**src/rtl/instr_fetch_pkg.sv**
```systemverilog
//------------------------------------------------------------------------------
// Module   : instr_fetch_pkg
// Brief    : Field positions and fetch-FSM encodings shared by the fetch unit.
// Revision : 1.0 - initial release
//------------------------------------------------------------------------------
`default_nettype none

package instr_fetch_pkg;

  localparam int OPCODE_HI = 15;
  localparam int OPCODE_LO = 11;
  localparam int RD_HI     = 10;
  localparam int RD_LO     = 8;
  localparam int RS_HI     = 7;
  localparam int RS_LO     = 5;
  localparam int IMM_HI    = 7;
  localparam int IMM_LO    = 0;

  localparam int FSTATE_BITS = 1;

  typedef enum logic [FSTATE_BITS-1:0] {
    FSTATE_IDLE = 1'b0,
    FSTATE_WAIT = 1'b1
  } fstate_t;

endpackage

`default_nettype wire

```
**src/rtl/instr_fetch_instr_reg.sv**
```systemverilog
//------------------------------------------------------------------------------
// Module   : instr_reg
// Brief    : Instruction register with fixed-position field decode.
// Revision : 1.0 - initial release
//------------------------------------------------------------------------------
`default_nettype none

module instr_reg
  import instr_fetch_pkg::*;
#(
  parameter int INSTR_WIDTH = 16
) (
  input  logic                   clk,
  input  logic                   reset,
  input  logic                   load,
  input  logic [INSTR_WIDTH-1:0] data,
  output logic [4:0]             opcode,
  output logic [2:0]             rd,
  output logic [2:0]             rs,
  output logic [7:0]             imm
);

  logic [INSTR_WIDTH-1:0] r_ir;

  always_ff @(posedge clk) begin
    if (!reset) begin
      r_ir <= '0;
    end else if (load) begin
      r_ir <= data;
    end
  end

  // rs and imm overlap by design; bits above 15 are kept but never decoded
  assign opcode = r_ir[OPCODE_HI:OPCODE_LO];
  assign rd     = r_ir[RD_HI:RD_LO];
  assign rs     = r_ir[RS_HI:RS_LO];
  assign imm    = r_ir[IMM_HI:IMM_LO];

endmodule

`default_nettype wire

```
**src/rtl/instr_fetch.sv**
```systemverilog
//------------------------------------------------------------------------------
// Module   : instr_fetch
// Brief    : Fetch unit: PC, branch mux, two-state memory handshake FSM.
// Revision : 1.0 - initial release
//------------------------------------------------------------------------------
`default_nettype none

module instr_fetch
  import instr_fetch_pkg::*;
#(
  parameter int ADDR_WIDTH  = 8,
  parameter int INSTR_WIDTH = 16,
  parameter int RESET_PC    = 0
) (
  input  logic                   clk,
  input  logic                   reset,
  input  logic                   control_instruction,
  input  logic                   branch_en,
  input  logic [ADDR_WIDTH-1:0]  branch_target,
  output logic                   mem_req,
  output logic [ADDR_WIDTH-1:0]  mem_addr,
  input  logic                   mem_ready,
  input  logic [INSTR_WIDTH-1:0] mem_rdata,
  output logic [4:0]             opcode,
  output logic [2:0]             rd,
  output logic [2:0]             rs,
  output logic [7:0]             imm,
  output logic [ADDR_WIDTH-1:0]  pc,
  output logic                   stall,
  output logic                   fetch_done
);

  localparam logic [ADDR_WIDTH-1:0] c_pc_rst = ADDR_WIDTH'(RESET_PC);
  localparam logic [ADDR_WIDTH-1:0] c_one    = ADDR_WIDTH'(1);

  fstate_t               r_state;
  fstate_t               w_state_nxt;
  logic [ADDR_WIDTH-1:0] r_pc;
  logic [ADDR_WIDTH-1:0] w_pc_nxt;
  logic [ADDR_WIDTH-1:0] w_eff_addr;
  logic                  w_accept;
  logic                  r_fetch_done;

  always_ff @(posedge clk) begin
    if (!reset) begin
      r_state      <= FSTATE_IDLE;
      r_pc         <= c_pc_rst;
      r_fetch_done <= 1'b0;
    end else begin
      r_state      <= w_state_nxt;
      r_pc         <= w_pc_nxt;
      r_fetch_done <= w_accept;
    end
  end

  // While waiting, r_pc holds the in-flight address so mem_addr stays stable
  always_comb begin
    w_eff_addr  = branch_en ? branch_target : r_pc;
    mem_req     = 1'b0;
    mem_addr    = r_pc;
    w_accept    = 1'b0;
    w_state_nxt = r_state;
    w_pc_nxt    = r_pc;
    if (reset) begin
      case (r_state)
        FSTATE_IDLE: begin
          mem_addr = w_eff_addr;
          if (control_instruction) begin
            mem_req = 1'b1;
            if (mem_ready) begin
              w_accept = 1'b1;
              w_pc_nxt = w_eff_addr + c_one;
            end else begin
              w_pc_nxt    = w_eff_addr;
              w_state_nxt = FSTATE_WAIT;
            end
          end else if (branch_en) begin
            w_pc_nxt = branch_target;
          end
        end
        FSTATE_WAIT: begin
          mem_req = 1'b1;
          if (mem_ready) begin
            w_accept    = 1'b1;
            w_pc_nxt    = r_pc + c_one;
            w_state_nxt = FSTATE_IDLE;
          end
        end
        default: begin
          w_state_nxt = FSTATE_IDLE;
        end
      endcase
    end
  end

  assign pc         = r_pc;
  assign stall      = (r_state == FSTATE_WAIT);
  assign fetch_done = r_fetch_done;

  instr_reg #(
    .INSTR_WIDTH (INSTR_WIDTH)
  ) u_instr_reg (
    .clk    (clk),
    .reset  (reset),
    .load   (w_accept),
    .data   (mem_rdata),
    .opcode (opcode),
    .rd     (rd),
    .rs     (rs),
    .imm    (imm)
  );

endmodule

`default_nettype wire

```
**config.mk**
```make
export PLATFORM = sky130hd
export DESIGN_NAME = instr_fetch
export DESIGN_NICKNAME = d
export VERILOG_FILES = /design/src/rtl/instr_fetch_pkg.sv /design/src/rtl/instr_fetch_instr_reg.sv /design/src/rtl/instr_fetch.sv
export SDC_FILE = /design/constraint.sdc
export NUM_CORES = 1
export LEC_CHECK = 0
export ABC_AREA = 1
export BUFFER_PORTS_ARGS = -buffer_cell sky130_fd_sc_hd__buf_2
export CORE_ASPECT_RATIO = 0.8
export CORE_MARGIN = 2
export CORE_UTILIZATION = 35
export CTS_CLUSTER_SIZE = 24
export DETAILED_ROUTE_END_ITERATION = 7
export HOLD_SLACK_MARGIN = 0.12
export SLEW_MARGIN = 20
export SYNTH_ARGS = -nofsm -noshare
export SYNTH_HDL_FRONTEND = slang
export SYNTH_HIERARCHICAL = 1
export SYNTH_SLANG_ARGS = --single-unit
```
**constraint.sdc**
```tcl
create_clock -name clk -period 1.4 [get_ports clk]
set_input_delay 0.28 -clock clk [delete_from_list [all_inputs] [get_ports clk]]
set_output_delay 0.28 -clock clk [all_outputs]
set_load 0.02 [all_outputs]
```
==> flow_metrics.env <==
export IMPL_synth_largest_area_cell="dfxtp_1"
export IMPL_critPathArrivalTime_ps=1210
export IMPL_fin_crit_sh_pct=107
export IMPL_drv_slew=0
export IMPL_place_congestion=0.824
export IMPL_status="finished, violations left"
export IMPL_async_flop_share_pct=0
export IMPL_grt_overflow=0
export IMPL_ys_ff_latch=26
export IMPL_crit_chain="nor2_4 > buf_12 > nor2_4 > a31oi_1 > buf_4"
export IMPL_yosysWarningCount=6
export IMPL_first_iter_violations=82
export IMPL_ir_drop_v=0.000359
export IMPL_drive_above_1_share_pct=42.4
export IMPL_die_height_um=65.5
export IMPL_grt_max_degree=33
export IMPL_firstDrtPassIters=4
export IMPL_p_leak_uw=0.00124
export IMPL_dp_hpwl_um=3240
export IMPL_cts_clk_slew_worst_paths_ps=80
export IMPL_dpl_worst_slack_ps=-105
export IMPL_io_buffers=66
export IMPL_setup_slack_ps=-93.7
export IMPL_drtAntennaViolNets=0
export IMPL_antenna_cells=0
export IMPL_slowest_delay_ps=360
export IMPL_vias_per_cell=4.44
export IMPL_clockRootBuffer="clkbuf_8"
export IMPL_worstPathBufferInverterCount=2
export IMPL_start_util_pct=36.2
export IMPL_cap_violations=0
export IMPL_power_density_nw_per_um2=811
export IMPL_area_growth_pct=43.5
export IMPL_synth_area_um2=1650
export IMPL_drt_wl_total_um=4490
export IMPL_setup_viol_count_final=8
export IMPL_slew_limit_headroom_pct=82.9
export IMPL_min_period_ps=1490
export IMPL_worstSetupPathType="flip-flop to output port"
export IMPL_cp_start_kind="flip-flop"
export IMPL_synth_fp_nets=288
export IMPL_synth_top_area_share_pct=31.5
export IMPL_fp_dieW_um=80.8
export IMPL_ctsHoldBuffers=0
export IMPL_cp_end_kind="output port"
export IMPL_ys_flop_type="dfxtp_1"
export IMPL_synth_edf_count=0
export IMPL_grtUsageTotal_pct=16.6
export IMPL_synth_most_common_cell="nand2_1"
export IMPL_htreeDepth=1
export IMPL_dieArea_um2=5290
export IMPL_synth_cell_types=31
export IMPL_violations="setup timing"
export IMPL_drc=0
export IMPL_num_io_pins=67
export IMPL_num_rows=22
export IMPL_cts_tree="done"
export IMPL_first_global_vias=1435
export IMPL_coreArea_um2=4570
export IMPL_yosysSeqAreaShare_pct=31.5
export IMPL_max_clock_freq_ghz=0.669
export IMPL_slowest_stage="dfxtp_4"
export IMPL_synthCells=257
export IMPL_syn_avg_cell_area_um2=6.43
export IMPL_cts_buffer_depth=2
export IMPL_grt_setup_unrepaired="yes"
export IMPL_grt_pass1_wl_um=6800
export IMPL_grt_antenna_before_repair=0
export IMPL_crit_family="flip-flops"
export IMPL_yosys_top_cells_count="nand2_1 (68), nor2_1 (46), inv_1 (32)"
export IMPL_worst_slew_pin_slew_ps=256
export IMPL_cp_common_cell="nor2_4"
export IMPL_fin_setup_tns_ps=-438
export IMPL_fin_skew_ps=7.75
export IMPL_numCtsBuffers=3
export IMPL_numClockSinks=26
export IMPL_insertion_delay_ps=270
export IMPL_vias=1783
export IMPL_finalNetCount=375
export IMPL_cp_max_fo=8
export IMPL_hp_class="input pin to flip-flop"
export IMPL_hold_viol=0
export IMPL_hold_ws_ps=263
export IMPL_critical_path_required_ps=1120
export IMPL_yosys_top_cells_area="dfxtp_1 (31%), nand2_1 (15%), nor2_1 (10%), inv_1 (7.3%), nand2_2 (3.8%)"
export IMPL_route_detailed_wl_per_inst_um=11.2
export IMPL_final_util_pct=51.9
[worst register-to-register path: cells and delay by family (launching register included)]
| family | cells | cell delay [ps] |
|---|---|---|
| simple gates | 7 | 530 |
| flops | 1 | 370 |
| compound gates | 1 | 170 |
| fa+ha+maj | 1 | 130 |
| buf+inv | 1 | 40 |
[repair_timing]
action | 4_1_cts | 5_1_grt
buffers inserted | 4 | 3
pin swaps | 2 | 4
resized for setup | 29 | 15
cloned | 1 | 0
setup endpoints to repair | 9 | 31
[metrics by stage]
stage,area [um2],total power [uW],instances
2_1_floorplan,1670,1220,257
3_3_place_gp,2170,1440,394
3_5_place_dp,2170,1440,394
4_1_cts,2360,1960,402
5_1_grt,2370,2050,402
6_report,2370,1920,402
[power by group]
part	total [uW]	switching, uW	internal, uW
clock	425	232	193
combinational	664	380	284
sequential	835	45.2	789
[area by class of cell]
type,instances,area (um2)
Clock buffer,3,41.3
Fill cell,505,2200
Inverter,35,136
Multi-Input combinational cell,185,980
Sequential cell,26,539
Tap cell,60,75.1
Timing Repair Buffer,93,599
[cell families after synthesis]
kind of cell               count (synthesis)  share of synthesized area [%]
DFF                                       26                           31.5
AOI/OAI and AO/OA                         30                           10.5
and+or+nand+nor                          150                           41.0
xor gates and xnor gates                   3                           1.59
buffers and inverters                     46                           13.9
adders and majority gates                  2                           1.51
[state kept, by name, summed over array words and instances, names as in the netlist]
register          cells
fetch_done            1
pc                    8
stall                 1
u_instr_reg/r_ir     16
[layer usage]
metal	track usage (%)	wire [um]
met1	24.2	2240
met2	25.7	2030
met3	3.30	214
met4	2.54	0
met5	0	0
[placed cells by master (no fill, tap or decap), types with 2 or more instances in the layout]
| cell type | Yosys | layout |
|---|---|---|
| a21oi_1 | 10 | 9 |
| a21oi_2 | 1 | 2 |
| a31oi_1 | 3 | 3 |
| buf_12 | 0 | 2 |
| buf_2 | 1 | 57 |
| buf_4 | 5 | 29 |
| buf_6 | 4 | 5 |
| clkbuf_8 | 0 | 3 |
| dfxtp_1 | 26 | 19 |
| dfxtp_2 | 0 | 3 |
| dfxtp_4 | 0 | 4 |
| inv_1 | 32 | 29 |
| inv_2 | 1 | 4 |
| nand2_1 | 68 | 68 |
| nand2_2 | 10 | 10 |
| nand2_4 | 4 | 4 |
| nand3_1 | 9 | 9 |
| nor2_1 | 46 | 42 |
| nor2_2 | 6 | 6 |
| nor2_4 | 3 | 7 |
| nor3_1 | 2 | 2 |
| o21ai_0 | 8 | 4 |
| o21ai_2 | 0 | 5 |
| o221ai_1 | 2 | 2 |
| xor2_1 | 2 | 2 |
[worst paths after layout]
path / start / endpoint / slack (ps) / cells after the start
max: stall / mem_addr[2] / -90 / 5
min: mem_ready / stall / 260 / 2
max reg2reg: pc[1] / pc[4] / 50 / 10
min reg2reg: u_instr_reg/r_ir[2] / u_instr_reg/r_ir[2] / 480 / 2
(Power assumes the default switching activity.)
